--- src/rtl/mem_pkg.sv ---
// rtl/mem_pkg.sv - shared funct3 codes, FSM state and access-size/strobe helpers for mem_stage
package mem_pkg;

  localparam logic [2:0] F3_B  = 3'b000;
  localparam logic [2:0] F3_H  = 3'b001;
  localparam logic [2:0] F3_W  = 3'b010;
  localparam logic [2:0] F3_BU = 3'b100;
  localparam logic [2:0] F3_HU = 3'b101;

  typedef enum logic {IDLE, BUSY} state_t;

  typedef enum logic [1:0] {SZ_B, SZ_H, SZ_W} size_t;

  // Unsigned variants only exist for loads; any other code falls back to a word access.
  function automatic size_t access_size(input logic [2:0] funct3, input logic is_store);
    case (funct3)
      F3_B:    return SZ_B;
      F3_H:    return SZ_H;
      F3_BU:   return is_store ? SZ_W : SZ_B;
      F3_HU:   return is_store ? SZ_W : SZ_H;
      default: return SZ_W;
    endcase
  endfunction

  function automatic logic [3:0] store_strobe(input logic [2:0] funct3, input logic [1:0] off);
    case (access_size(funct3, 1'b1))
      SZ_B:    return 4'b0001 << off;
      SZ_H:    return 4'b0011 << off;
      default: return 4'b1111;
    endcase
  endfunction

endpackage

--- src/rtl/load_align.sv ---
// rtl/load_align.sv - selects the addressed byte/half of a read word and sign/zero extends it
module load_align #(
  parameter int XLEN = 32
) (
  input  logic [XLEN-1:0] mem_rdata,
  input  logic [1:0]      off,
  input  logic [2:0]      funct3,
  output logic [XLEN-1:0] data
);
  import mem_pkg::*;

  logic [7:0]  lane_b;
  logic [15:0] lane_h;
  logic        sext;

  always_comb begin
    lane_b = mem_rdata[{off, 3'b000} +: 8];
    lane_h = mem_rdata[{off[1], 4'b0000} +: 16];
    sext   = ~funct3[2];
    case (access_size(funct3, 1'b0))
      SZ_B:    data = {{(XLEN-8){sext & lane_b[7]}}, lane_b};
      SZ_H:    data = {{(XLEN-16){sext & lane_h[15]}}, lane_h};
      default: data = mem_rdata;
    endcase
  end

endmodule

--- src/rtl/mem_stage.sv ---
// rtl/mem_stage.sv - pipeline memory stage: req/ack bus access, bus timeout, registered writeback
// Optional MISALIGN_TRAP_EN: misaligned half/word accesses retire with err_o instead of issuing.
module mem_stage #(
  parameter int XLEN           = 32,
  parameter int TIMEOUT_CYCLES = 255
) (
  input  logic            clk,
  input  logic            rst,
  input  logic            ex_valid,
  input  logic [XLEN-1:0] ex_alu_out,
  input  logic [XLEN-1:0] ex_store_data,
  input  logic [4:0]      ex_rd,
  input  logic [2:0]      ex_funct3,
  input  logic            ex_mem_read,
  input  logic            ex_mem_write,
  input  logic            ex_reg_write,
  output logic            stall_o,
  output logic            mem_req,
  output logic            mem_we,
  output logic [XLEN-1:0] mem_addr,
  output logic [XLEN-1:0] mem_wdata,
  output logic [3:0]      mem_wstrb,
  input  logic            mem_ack,
  input  logic [XLEN-1:0] mem_rdata,
  output logic            wb_valid,
  output logic [4:0]      wb_rd,
  output logic [XLEN-1:0] wb_data,
  output logic            wb_reg_write,
  output logic            err_o
);
  import mem_pkg::*;

  localparam logic [15:0] TMO_LAST = 16'(TIMEOUT_CYCLES - 1);

  state_t          state, state_n;
  logic [15:0]     tmo_cnt;
  logic [4:0]      rd_q;
  logic [2:0]      f3_q;
  logic [1:0]      off_q;
  logic            rw_q;
  logic [XLEN-1:0] load_data;
  logic [XLEN-1:0] wdata_n;
  logic            is_mem, is_store, misalign;
  logic            accept, issue, finish_ack, finish_tmo;

  assign is_mem   = ex_mem_read | ex_mem_write;
  assign is_store = ex_mem_write & ~ex_mem_read;
  assign stall_o  = (state != IDLE);

`ifdef MISALIGN_TRAP_EN
  always_comb begin
    case (access_size(ex_funct3, is_store))
      SZ_H:    misalign = ex_alu_out[0];
      SZ_W:    misalign = |ex_alu_out[1:0];
      default: misalign = 1'b0;
    endcase
  end
`else
  assign misalign = 1'b0;
`endif

  always_comb begin
    case (access_size(ex_funct3, 1'b1))
      SZ_B:    wdata_n = {(XLEN/8){ex_store_data[7:0]}};
      SZ_H:    wdata_n = {(XLEN/16){ex_store_data[15:0]}};
      default: wdata_n = ex_store_data;
    endcase
  end

  // Ack takes priority over the timeout when both land in the same cycle.
  always_comb begin
    state_n    = state;
    accept     = 1'b0;
    issue      = 1'b0;
    finish_ack = 1'b0;
    finish_tmo = 1'b0;
    case (state)
      IDLE: begin
        if (ex_valid) begin
          accept = 1'b1;
          if (is_mem && !misalign) begin
            issue   = 1'b1;
            state_n = BUSY;
          end
        end
      end
      BUSY: begin
        if (mem_ack) begin
          finish_ack = 1'b1;
          state_n    = IDLE;
        end else if (tmo_cnt == TMO_LAST) begin
          finish_tmo = 1'b1;
          state_n    = IDLE;
        end
      end
    endcase
  end

  load_align #(.XLEN(XLEN)) u_align (
    .mem_rdata (mem_rdata),
    .off       (off_q),
    .funct3    (f3_q),
    .data      (load_data)
  );

  always_ff @(posedge clk) begin
    if (rst) begin
      state        <= IDLE;
      tmo_cnt      <= '0;
      rd_q         <= '0;
      f3_q         <= '0;
      off_q        <= '0;
      rw_q         <= 1'b0;
      mem_req      <= 1'b0;
      mem_we       <= 1'b0;
      mem_addr     <= '0;
      mem_wdata    <= '0;
      mem_wstrb    <= '0;
      wb_valid     <= 1'b0;
      wb_rd        <= '0;
      wb_data      <= '0;
      wb_reg_write <= 1'b0;
      err_o        <= 1'b0;
    end else begin
      state    <= state_n;
      wb_valid <= 1'b0;
      err_o    <= 1'b0;
      if (issue) begin
        mem_req   <= 1'b1;
        mem_we    <= is_store;
        mem_addr  <= {ex_alu_out[XLEN-1:2], 2'b00};
        mem_wstrb <= is_store ? store_strobe(ex_funct3, ex_alu_out[1:0]) : 4'b0000;
        mem_wdata <= is_store ? wdata_n : '0;
        rd_q      <= ex_rd;
        f3_q      <= ex_funct3;
        off_q     <= ex_alu_out[1:0];
        rw_q      <= ex_reg_write & (ex_rd != 5'd0);
        tmo_cnt   <= '0;
      end else if (accept) begin
        wb_valid     <= 1'b1;
        wb_rd        <= ex_rd;
        wb_data      <= is_mem ? '0 : ex_alu_out;
        wb_reg_write <= ~is_mem & ex_reg_write & (ex_rd != 5'd0);
        err_o        <= is_mem;
      end
      if (finish_ack) begin
        mem_req      <= 1'b0;
        wb_valid     <= 1'b1;
        wb_rd        <= rd_q;
        wb_data      <= mem_we ? '0 : load_data;
        wb_reg_write <= ~mem_we & rw_q;
      end else if (finish_tmo) begin
        mem_req      <= 1'b0;
        wb_valid     <= 1'b1;
        wb_rd        <= rd_q;
        wb_data      <= '0;
        wb_reg_write <= 1'b0;
        err_o        <= 1'b1;
      end else if (state == BUSY) begin
        tmo_cnt <= tmo_cnt + 16'd1;
      end
    end
  end

endmodule

--- config.mk ---
export PLATFORM = sky130hd
export DESIGN_NAME = mem_stage
export DESIGN_NICKNAME = d
export VERILOG_FILES = /design/src/rtl/mem_pkg.sv /design/src/rtl/load_align.sv /design/src/rtl/mem_stage.sv
export SDC_FILE = /design/constraint.sdc
export NUM_CORES = 1
export LEC_CHECK = 0
export BUFFER_PORTS_ARGS = -buffer_cell sky130_fd_sc_hd__buf_2
export CORE_MARGIN = 2
export CORE_UTILIZATION = 29
export CTS_CLUSTER_DIAMETER = 120
export DETAILED_ROUTE_END_ITERATION = 6
export PLACE_DENSITY = 0.55
export REMOVE_ABC_BUFFERS = 1
export SETUP_SLACK_MARGIN = 0.02
export SYNTH_ARGS = -nofsm -noshare
export SYNTH_HDL_FRONTEND = slang
export SYNTH_SLANG_ARGS = --single-unit
--- constraint.sdc ---
create_clock -name clk -period 1.84 [get_ports clk]
set_input_delay 0.184 -clock clk [delete_from_list [all_inputs] [get_ports clk]]
set_output_delay 0.184 -clock clk [all_outputs]
set_load 0.01 [all_outputs]
# == Word-level counts from Yosys, hierarchy flattened ==
# Cells that the tools add are included.
# totals
reg_bits,136
inputBits,111
out_inout_bits,111
# op_classes
add_sub_neg,1
n_eq_ne,9
n_shift,4
mux,48
n_bitwise,13
reduce_logical,11
# op_table
operator,n
$mux 32,7
$pmux 32 s2,2
$mux 16,4
$shiftx 32x6->16,1
$shiftx 32x6->8,1
$mux 1,24
$mux 5,4
$add 16x1->16 const B,1
$eq 16x8->1 const B,1
$pmux 2 s2,2
$pmux 4 s2,1
$and 1x1->1,7
$eq 2x1->1 const B,3
$eq 3x1->1 const B,2
$eq 3x3->1 const B,2
$logic_not 2->1,3
$logic_not 3->1,2
$not 1->1,5
$reduce_bool 5->1,1
$mux 2,2
$mux 4,1
$reduce_or 2->1,2
$shl 1x2->4 const A,1
$shl 2x2->4 const A,1
other kinds (6),6

# == Depth between registers and ports, before layout ==
# Gate-level depths: netlist (run 1).
# logic_depth
depth_word,9
mapped_depth,10
depth_no_buf,7

# == Cells and area by module ==
# A second synthesis (run 1) with hierarchy kept.
# unflattened
cells_unflattened,826
hier_area_um2,6556.3
# modules_own_cells
mod,instances,cells_each,area_per_inst_um2,seq_area_each_um2
mem_stage,1,701,5810.6,2722.6
load_align,1,125,745.7,0.0

# == Worst setup path before layout (run 1) ==
# No wires, ideal clock.
# synth_path
path_kind,reg2reg
startpoint,register tmo_cnt[0]
endpoint,register wb_data[30]
setup_time_ns,0.080
arrival_time_ns,1.907
t_required_ns,1.760
setup_slack_ns,-0.147
stages_incl_launch_ff,10
path_buffers,2
path_cell_list,dfxtp_1 -> inv_1 -> ha_1 -> nor2b_1 -> and3_1 -> buf_2 -> a211oi_2 -> buf_2 -> a21oi_1 -> a211oi_2
# synth_between
elab_chain_len,6
# synth_lines
item,line_no,rtl
start: declaration,mem_stage.sv:36,logic [15:0] tmo_cnt;
start signal: assignment,mem_stage.sv:160,tmo_cnt <= tmo_cnt + 16'd1;
$eq 16x8->1 (*),mem_stage.sv:91,end else if (tmo_cnt == TMO_LAST) begin
$mux 1 (*),mem_stage.sv:91,
$mux 1 (*),mem_stage.sv:88,if (mem_ack) begin
$mux 1 (*),mem_stage.sv:77,case (state)
"$ne 3x1->1 (no line), or another cell as far along",n/a,
$reduce_and 2->1 (no line) or $mux 32 (tied branches),n/a,
end signal: assignment,mem_stage.sv:142,wb_data <= is_mem ? '0 : ex_alu_out;
end signal: assignment,mem_stage.sv:150,wb_data <= mem_we ? '0 : load_data;
end: declaration,mem_stage.sv:27,"output logic [XLEN-1:0] wb_data,"
# Every way passes the cells marked *; elsewhere a longest branch is shown, timed or not.
# A chain may end at the register's enable or synchronous reset.

# == Worst setup path in the final report (run 1) ==
# layout_path
startpoint,register tmo_cnt[0]
endpoint,register wb_data[25]
# The elaborated chain is that of the path after synthesis.

==> reports/qor.yml, run 1 <==
post-route-util_pct: 42.0
r2r_start: "tmo_cnt[0]"
synthMuxAreaShare_pct: 6.15
synth.top_cell.area_share_pct: 42.5
clkTransAtPathRegs_ns: 0.07
cp_max_fo: 8
clock_skew_ns: 0.0123
powerDensity_nw_per_um2: 890
synth_top_family_by_area: "compound AO/OA/AOI/OAI gates"
start_util_pct: 29.5
run_status: "complete, no violations"
cp.arrival_ns: 2.07
min_from: "ex_alu_out[6]"
cap_violations: 0
root_buffer: "clkbuf_16"
rows: 54
clk_latency_ns: 0.42
drt-total-wl_microns: 23000
antenna_left: 0
yosys.cell_types.count: 49
post-route-period-util_pct: 97.0
fmax_mhz: 560
layout_commonest_cell: "buf_2"
cts_buffers: 17
drc: 0
dp_slack_ns: -0.0356
setup.worst_path.class: "flip-flop to flip-flop"
overflow: 0
power.leakage_nw: 3.83
reg2regPathDepth: 8
cp-startpoint: "tmo_cnt[0]"
syn_inst: 789
async_reset_ff_share_pct: 0
hold_depth: 3
drt-initial-drc-count: 340
grt_pass1_vias: 6331
holdPathEnd: "mem_addr[6]"
dpl.hpwl_microns: 15700
synth-main-ff-cell: "dfxtp_1"
fin_ws_ns: 0.0553
r2r_end: "wb_data[25]"
synth_compound_area_share_pct: 25.5
hold_viol: 0
dieArea_sq_um: 23300
critPathLaunchType: "flip-flop"
clock-sinks: 136
track_usage_pct: 18.5
slew_violations: 0
rsz0062_at_grt: "true"
wire_per_inst_microns: 17.4
cp-end-kind: "flip-flop"
grt_pass1_wl_microns: 34700
cp.required_ns: 2.13
yosysTopAreaCell: "dfxtp_1"
cts_tree: "done"
synthXorXnorAreaFrac_pct: 1.23
num_vias: 6724
ir_drop_mv: 0.536
finalNetCount: 1145
cts-htree-levels: 4
seq_area_frac_synth_pct: 42.5
yosys.area_share.simple_pct: 19.2
coreArea_sq_um: 21800
fin_crit_ns: 1.78
diodes: 0
die-height_microns: 153
worst_slew_pin_slew_ns: 0.534
slew_headroom_pct: 64.4
clk_path_buf_depth: 2
synthToLayoutAreaGrowth_pct: 42.4
final_cells: 1323
drive_above_1_share_pct: 38.6
dpl.cell_count: 1277
synth_edf_count: 0
antenna_found_initial: 0
avgSynthCellArea_sq_um: 8.13
gp_congestion: 0.811
drtPass1Iterations: 5
syn_area_sq_um: 6410
synth.ff_latch_count: 136
grt_max_degree: 50
die_x_microns: 153
r2r_slack_ns: 0.06
synth_fa_ha_area_share_pct: 0.390
drt-vias-per-instance: 5.08
yosysWarnings: 0
port-buffer-count: 219
boundaryPins: 222
hold_path_class: "input pin to flip-flop"
setup_violations: 0
final_cell_mix: "218 x buf_2, 133 x nand2_1, 125 x dfxtp_1"
power_mw: 8.12
yosys-top-cells-area: "dfxtp_1 42%, a21oi_1 8.7%, nand2_1 7.8%"
==> power breakdown <==
part,internal (mW),switching [mW]
combinational,0.598,0.766
sequential,3.10,0.0931
clock,2.14,1.43
==> synthesized netlist by cell type, drive strengths merged (8+ instances only) <==
cell type and instances:
buf 29, nor2 88, a21oi 111, nor3 10, nand2 133, a31oi 21, mux2i 9, dfxtp 136
a211oi 33, o211ai 12, mux2 27, nand3 8, o21ai 18, clkbuf 39, a22oi 32
==> worst max-delay path by stage <==
stage,end,slack [ns],cells past startpoint
floorplan,tmo_cnt[1],-4.17,3
global placement,wb_rd[2],0.01,7
detailed placement,wb_rd[1],-0.04,7
CTS,wb_data[22],0.02,8
global route,wb_data[4],-0.02,8
finish,wb_data[25],0.06,8
==> worst max-delay path, cell delays in order (launching register included) <==
cell	delay, ns
dfxtp_2	0.34
inv_2	0.05
ha_4	0.14
nor2b_4	0.12
and3_4	0.17
a211o_4	0.45
clkbuf_16	0.21
nor2_2	0.11
a211oi_2	0.05
==> state kept, by name, indices dropped and copies added (netlist names) <==
| signal | count |
|---|---|
| stall_o | 1 |
| wb_data | 32 |
| wb_reg_write | 1 |
| mem_addr | 30 |
| mem_wdata | 32 |
| mem_wstrb | 4 |
| tmo_cnt | 16 |
| rw_q | 1 |
| off_q | 2 |
| rd_q | 5 |
| f3_q | 3 |
| wb_valid | 1 |
| wb_rd | 5 |
| mem_we | 1 |
| err_o | 1 |
| mem_req | 1 |
==> logic make-up (layout without fill, tap and decap cells) <==
group | Yosys count | count (layout)
buf+inv | 72 | 325
compound gates | 250 | 250
simple gates | 283 | 283
fa+ha+maj | 2 | 2
other cells | 1 | 2
mux | 36 | 36
flops | 136 | 136
xor+xnor | 9 | 9
==> layout make-up <==
cell class              instances  area, sq um
fillers                      2232        12600
flip-flops and latches        136         2740
clock inverters                13          173
repair buffers                291         1890
clock buffers                  17          425
well taps                     280          350
inverters                       4         15.0
multi-input cells             582         3540
==> routing by layer <==
metal | GRT usage, % | share of wire [%]
met4 | 6.31 | 1.8
met5 | 0 | 0
met1 | 23.7 | 44
met2 | 29.7 | 47
met3 | 5.63 | 8.1
==> what timing repair did <==
action / in CTS / in global routing
setup buffers: 0 / 3
setup endpoints to repair: 38 / 45
pin swaps: 1 / 12
endpoints found under the hold margin: 5 / 0
gates resized for setup: 8 / 42
hold buffers: 5 / 0
gates cloned: 1 / 7
==> stage by stage <==
| stage | setup TNS, ns | instance area (sq um) | hold slack [ns] |
|---|---|---|---|
| finish | 0 | 9130 | 0.0163 |
| global route | -0.0222 | 9130 | 0.00873 |
| CTS | 0 | 8830 | 0.00218 |
| detailed placement | -0.327 | 8130 | 0.443 |
| global placement | 0 | 8130 | 0.438 |
| floorplan | -345.39 | 6110 | 0.249 |
Note: power is estimated with default switching activity, not from simulation.
==> inputs of run 2 (changes only) <==
--- a/config.mk
+++ b/config.mk
@@ -7,10 +7,10 @@
 export LEC_CHECK = 0
 export BUFFER_PORTS_ARGS = -buffer_cell sky130_fd_sc_hd__buf_2
 export CORE_MARGIN = 2
-export CORE_UTILIZATION = 29
+export CORE_UTILIZATION = 46
 export CTS_CLUSTER_DIAMETER = 120
 export DETAILED_ROUTE_END_ITERATION = 6
-export PLACE_DENSITY = 0.55
+export PLACE_DENSITY = 0.79
 export REMOVE_ABC_BUFFERS = 1
 export SETUP_SLACK_MARGIN = 0.02
 export SYNTH_ARGS = -nofsm -noshare
==> reports/qor.yml, run 2 (synthesis results as in run 1) <==
run_status: "complete, no violations"
boundaryPins: 222  # unchanged
internal_power_mw: 5.95  # +1.9%
setup.worst_path.class: "flip-flop to flip-flop"
clk_path_buf_depth: 2  # unchanged
top_regs: "mem_wdata (32), wb_data (32), mem_addr (30)"
wl_met3_microns: 1900  # +2.3%
power.leakage_nw: 3.77  # -1.5%
grt_pass1_vias: 6369  # +0.60%
p_switching_mw: 2.12  # -7.4%
drive_above_1_share_pct: 37.6  # -1.0 points
diodes: 0  # unchanged
grt_pass1_wl_microns: 31600  # -8.7%
crit_slowest_cell: "dfxtp_1"
cts_buffers: 17  # unchanged
setup-tns-final_ns: 0  # unchanged
drc: 0  # unchanged
ir_drop_mv: 0.558  # +4.3%
drt-initial-drc-count: 629  # +85%
dieArea_sq_um: 14900  # -36%
critPathTopFamily: "simple AND/OR/NAND/NOR gates"
die-height_microns: 122  # -20%
drt-vias-per-instance: 5.60  # +10%
final_cell_mix: "218 x buf_2, 131 x nand2_1, 129 x dfxtp_1"
clock_skew_ns: 0.00815  # -0.00411 ns
finalNetCount: 1137  # -0.70%
fmax_mhz: 560  # about the same
track_usage_pct: 27.0  # +8.5 points
powerDensity_nw_per_um2: 909  # +2.1%
p_seq_share_pct: 39.6  # +0.3 points
clkPwrFrac_pct: 44.4  # +0.5 points
grt_max_degree: 74  # +48%
num_vias: 6814  # +1.3%
crit_buf_inv: 2  # unchanged
critPathLaunchType: "flip-flop"
slew_headroom_pct: 66.2  # +1.7 points
rows: 43  # -20%
highest_layer: "met4"
wl_met2_microns: 10200  # -4.9%
fin_crit_ns: 1.78  # -0.000268 ns
critPathMaxStageDelay_ns: 0.35  # -0.10 ns
worstPathCellList: "nor4_4, and3_4, a211oi_4, buf_6, clkbuf_16, a211oi_1, nor3_1"
cap_violations: 0  # unchanged
worst_slew_pin_slew_ns: 0.508  # -0.0262 ns
wire_per_inst_microns: 17.3  # -0.34%
drtPass1Iterations: 5  # unchanged
synthToLayoutAreaGrowth_pct: 38.4
combPwrFrac_pct: 16.0  # -0.8 points
rsz0062_at_grt: "true"
power_mw: 8.06  # -0.72%
switching_share_pct: 26.3  # -1.9 points
cts_tree: "done"
drt-total-wl_microns: 21100  # -8.3%
cts-htree-levels: 4  # unchanged
antenna_left: 0  # unchanged
dpl.hpwl_microns: 14300  # -8.7%
post-route-period-util_pct: 97.0  # about the same
slew_violations: 0  # unchanged
layout_commonest_cell: "buf_2"
port-buffer-count: 219  # unchanged
hold_path_class: "input pin to flip-flop"
antenna_found_initial: 0  # unchanged
overflow: 0  # unchanged
coreArea_sq_um: 13700  # -37%
gp_congestion: 0.876  # +8.0%
clk_latency_ns: 0.42  # about the same
cp_max_fo: 6  # -2
cp.required_ns: 2.14  # about the same
wl_met1_microns: 8530  # -15%
cp-end-kind: "flip-flop"
hold_viol: 0  # unchanged
cp.arrival_ns: 2.08  # about the same
clock-sinks: 136  # unchanged
start_util_pct: 46.7  # +17 points
root_buffer: "clkbuf_16"
fillCellCount: 1165  # -48%
setup_violations: 0  # unchanged
die_x_microns: 122  # -20%
clkTransAtPathRegs_ns: 0.06  # about the same
-- run 2: routing by layer --
| metal | GRT usage, % | up-vias |
|---|---|---|
| li1 | - | 3277 |
| met1 | 32.5 | 3164 |
| met3 | 8.15 | 40 |
| met2 | 45.3 | 333 |
| met5 | 0 | - |
| met4 | 10.2 | 0 |
-- run 2: worst paths after layout --
kind | start | endpoint | slack, ns | depth (start not counted)
hold reg to reg | mem_addr[22] | mem_addr[22] | 0.45 | 2
setup / recovery | tmo_cnt[14] | wb_data[4] | 0.06 | 7
hold / removal | ex_alu_out[6] | mem_addr[6] | 0.02 | 3
setup reg to reg | tmo_cnt[14] | wb_data[4] | 0.06 | 7
-- run 2: worst register-to-register path: cells and delay by family (launching register included) --
kind | cells | cell delay, ns
AND/OR/NAND/NOR | 3 | 0.71
AO/OA/AOI/OAI | 2 | 0.31
flip-flops | 1 | 0.35
buffers and inverters | 2 | 0.29
-- run 2: repair_timing --
action,4_1_cts,5_1_grt
setup endpoints to repair,31,43
buffers inserted,1,4
hold endpoints to repair,1,0
cloned,1,2
hold buffers,1,0
pin swaps,3,19
gates resized for setup,7,36
-- run 2: cell type report --
type	count	area (sq um)	share of cell area, %
multi-input cells	582	3520	39.7
inverters	4	18.8	0.211
clock inverters	12	175	1.97
well taps	180	225	2.54
clock buffers	20	447	5.03
repair buffers	283	1760	19.8
flip-flops and latches	136	2730	30.8
-- run 2: per-stage QoR --
stage                     setup slack (ns)  instance area, sq um  cells  hold slack, ns  utilization, %
after floorplan                      -4.17                  6110    722           0.249               -
after global placement              0.0345                  8000   1177           0.439            58.3
after detailed placement           -0.0346                  8000   1177           0.444            58.3
after CTS                           0.0121                  8700   1212         0.00225            63.4
after global routing               0.00764                  8880   1217         0.00580            64.7
final                               0.0556                  8880   1217          0.0165            64.7
-- run 2: power groups by stage --
stage / Clock [mW] / Sequential [mW] / Combinational [mW]
after floorplan: 0 / 3.32 / 0.517
after global routing: 3.76 / 3.21 / 1.40
final: 3.58 / 3.19 / 1.29
after global placement: 0 / 3.25 / 1.19
after CTS: 3.62 / 3.19 / 1.25
after detailed placement: 0 / 3.25 / 1.22
==> inputs of run 3 (changes only) <==
--- a/config.mk
+++ b/config.mk
@@ -10,7 +10,7 @@
 export CORE_UTILIZATION = 46
 export CTS_CLUSTER_DIAMETER = 120
 export DETAILED_ROUTE_END_ITERATION = 6
-export PLACE_DENSITY = 0.79
+export PLACE_DENSITY = 0.73
 export REMOVE_ABC_BUFFERS = 1
 export SETUP_SLACK_MARGIN = 0.02
 export SYNTH_ARGS = -nofsm -noshare
==> reports/qor.yml, run 3 (synthesis results as in run 1) <==
antenna_found_initial: 2  # +2
hold_viol: 0  # unchanged
multi_input_area_sq_um: 3560  # +1.2%
cp-end-kind: "flip-flop"
coreArea_sq_um: 13700  # unchanged
start_util_pct: 46.7  # unchanged
gp_congestion: 0.840  # -4.1%
worst_slew_pin_slew_ns: 0.587  # +0.0789 ns
track_usage_pct: 26.1  # -0.87 points
grt_pass1_wl_microns: 31000  # -2.2%
cts_tree: "done"
powerDensity_nw_per_um2: 889  # -2.1%
layout_commonest_cell: "buf_2"
drtPass1Iterations: 6  # +1
critPathLaunchType: "flip-flop"
antenna_left: 0  # unchanged
clk_latency_ns: 0.42  # about the same
cp.arrival_ns: 2.11  # +0.03 ns
holdWs_ns: 0.0168  # +0.000356 ns
drt-total-wl_microns: 21100  # +0.38%
setup.worst_path.class: "flip-flop to flip-flop"
port-buffer-count: 219  # unchanged
setup_violations: 0  # unchanged
dpl.hpwl_microns: 13900  # -2.7%
overflow: 0  # unchanged
cap_violations: 0  # unchanged
grt_max_degree: 53  # -28%
rsz0062_at_grt: "true"
slew_headroom_pct: 60.9  # -5.3 points
run_status: "complete, no violations"
clock_skew_ns: 0.00708  # -0.00107 ns
post-route-period-util_pct: 98.3  # +1.3 points
drt-initial-drc-count: 608  # -3.3%
final_cell_mix: "218 x buf_2, 132 x nand2_1, 130 x dfxtp_1"
hold_path_class: "input pin to flip-flop"
wire_per_inst_microns: 17.3  # -0.19%
finalNetCount: 1143  # +0.53%
num_vias: 6917  # +1.5%
cts_buffers: 17  # unchanged
fin_crit_ns: 1.81  # +0.0248 ns
die-height_microns: 122  # unchanged
grt_pass1_vias: 6263  # -1.7%
synthToLayoutAreaGrowth_pct: 40.2
ir_drop_mv: 0.520  # -6.9%
power_mw: 7.99  # -0.88%
drive_above_1_share_pct: 39.1  # +1.5 points
clock-sinks: 136  # unchanged
power.leakage_nw: 3.82  # +1.3%
clk_path_buf_depth: 2  # unchanged
clkTransAtPathRegs_ns: 0.06  # about the same
dieArea_sq_um: 14900  # unchanged
top_regs: "mem_wdata (32), wb_data (32), mem_addr (30)"
cp.required_ns: 2.14  # about the same
fmax_mhz: 553  # -1.4%
drc: 0  # unchanged
root_buffer: "clkbuf_16"
die_x_microns: 122  # unchanged
regArea_sq_um: 2730  # about the same
boundaryPins: 222  # unchanged
cts-htree-levels: 4  # unchanged
r2r_slack_ns: 0.03  # -0.02 ns
slew_violations: 0  # unchanged
drt-vias-per-instance: 5.65  # +0.93%
cp_max_fo: 11  # +5
fillCellCount: 1184  # +1.6%
rows: 43  # unchanged
==> run 3: cell types whose count changed in the layout (fill, tap and decap cells not counted), sizes merged <==
cell         before  now
clkbuf           22   29
clkinv            5    3
clkinvlp          4    3
buf             280  282
diode             0    1
bufinv            4    3
dlygate4sd3       1    2
==> run 3: repair_timing <==
action                                  in CTS  in global routing
setup buffers                                0                  5
hold buffers                                 2                  0
cloned                                       0                  8
pin swaps                                    1                  8
endpoints found under the setup margin      22                 46
resized for setup                            2                 58
hold endpoints to repair                     2                  0
==> run 3: where the power goes <==
group | switching (mW) | total (mW) | internal (mW)
Clock | 1.26 | 3.45 | 2.20
Combinational | 0.761 | 1.35 | 0.586
Sequential | 0.0960 | 3.20 | 3.10
==> run 3: worst paths after layout <==
kind | startpoint | to | depth (start not counted)
worst min register to register | mem_addr[21] | mem_addr[21] | 2
worst min-delay path | ex_alu_out[11] | mem_addr[11] | 3
worst max register to register | tmo_cnt[0] | wb_data[30] | 8
worst max-delay path | tmo_cnt[0] | wb_data[30] | 8
==> run 3: stage by stage <==
stage          util [%]  instance area, sq um  setup TNS, ns  setup slack [ns]  std cells
6_report           65.5                  8990              0            0.0308       1224
5_1_grt            65.5                  8990        -0.0563           -0.0276       1223
4_1_cts            62.8                  8610              0            0.0106       1210
3_5_place_dp       58.3                  7990        -0.0429           -0.0356       1176
3_3_place_gp       58.3                  7990              0            0.0409       1176
2_1_floorplan         -                  6110        -345.39             -4.17        722
==> run 3: critical path: stages (launching register included) <==
cell	delay (ns)
dfxtp_2	0.32
inv_1	0.05
ha_1	0.19
nor2b_4	0.12
and3_4	0.17
a211o_4	0.41
buf_8	0.18
nor2_1	0.17
a211oi_2	0.07
==> run 3: area by class of cell <==
cell class | instances | share of cell area [%]
well taps | 180 | 2.51
inverters | 4 | 0.209
multi-input cells | 582 | 39.6
clock buffers | 24 | 5.25
repair buffers | 289 | 20.6
clock inverters | 8 | 1.34
flip-flops and latches | 136 | 30.4
diodes | 1 | 0.0278
==> run 3: per-layer routing <==
metal | track usage, % | up-vias | share of wire [%]
li1 | - | 3281 | -
met1 | 32.0 | 3243 | 41
met2 | 43.1 | 325 | 47
met3 | 7.26 | 66 | 8.4
met4 | 11.1 | 2 | 3.6
met5 | 0 | - | 0.095
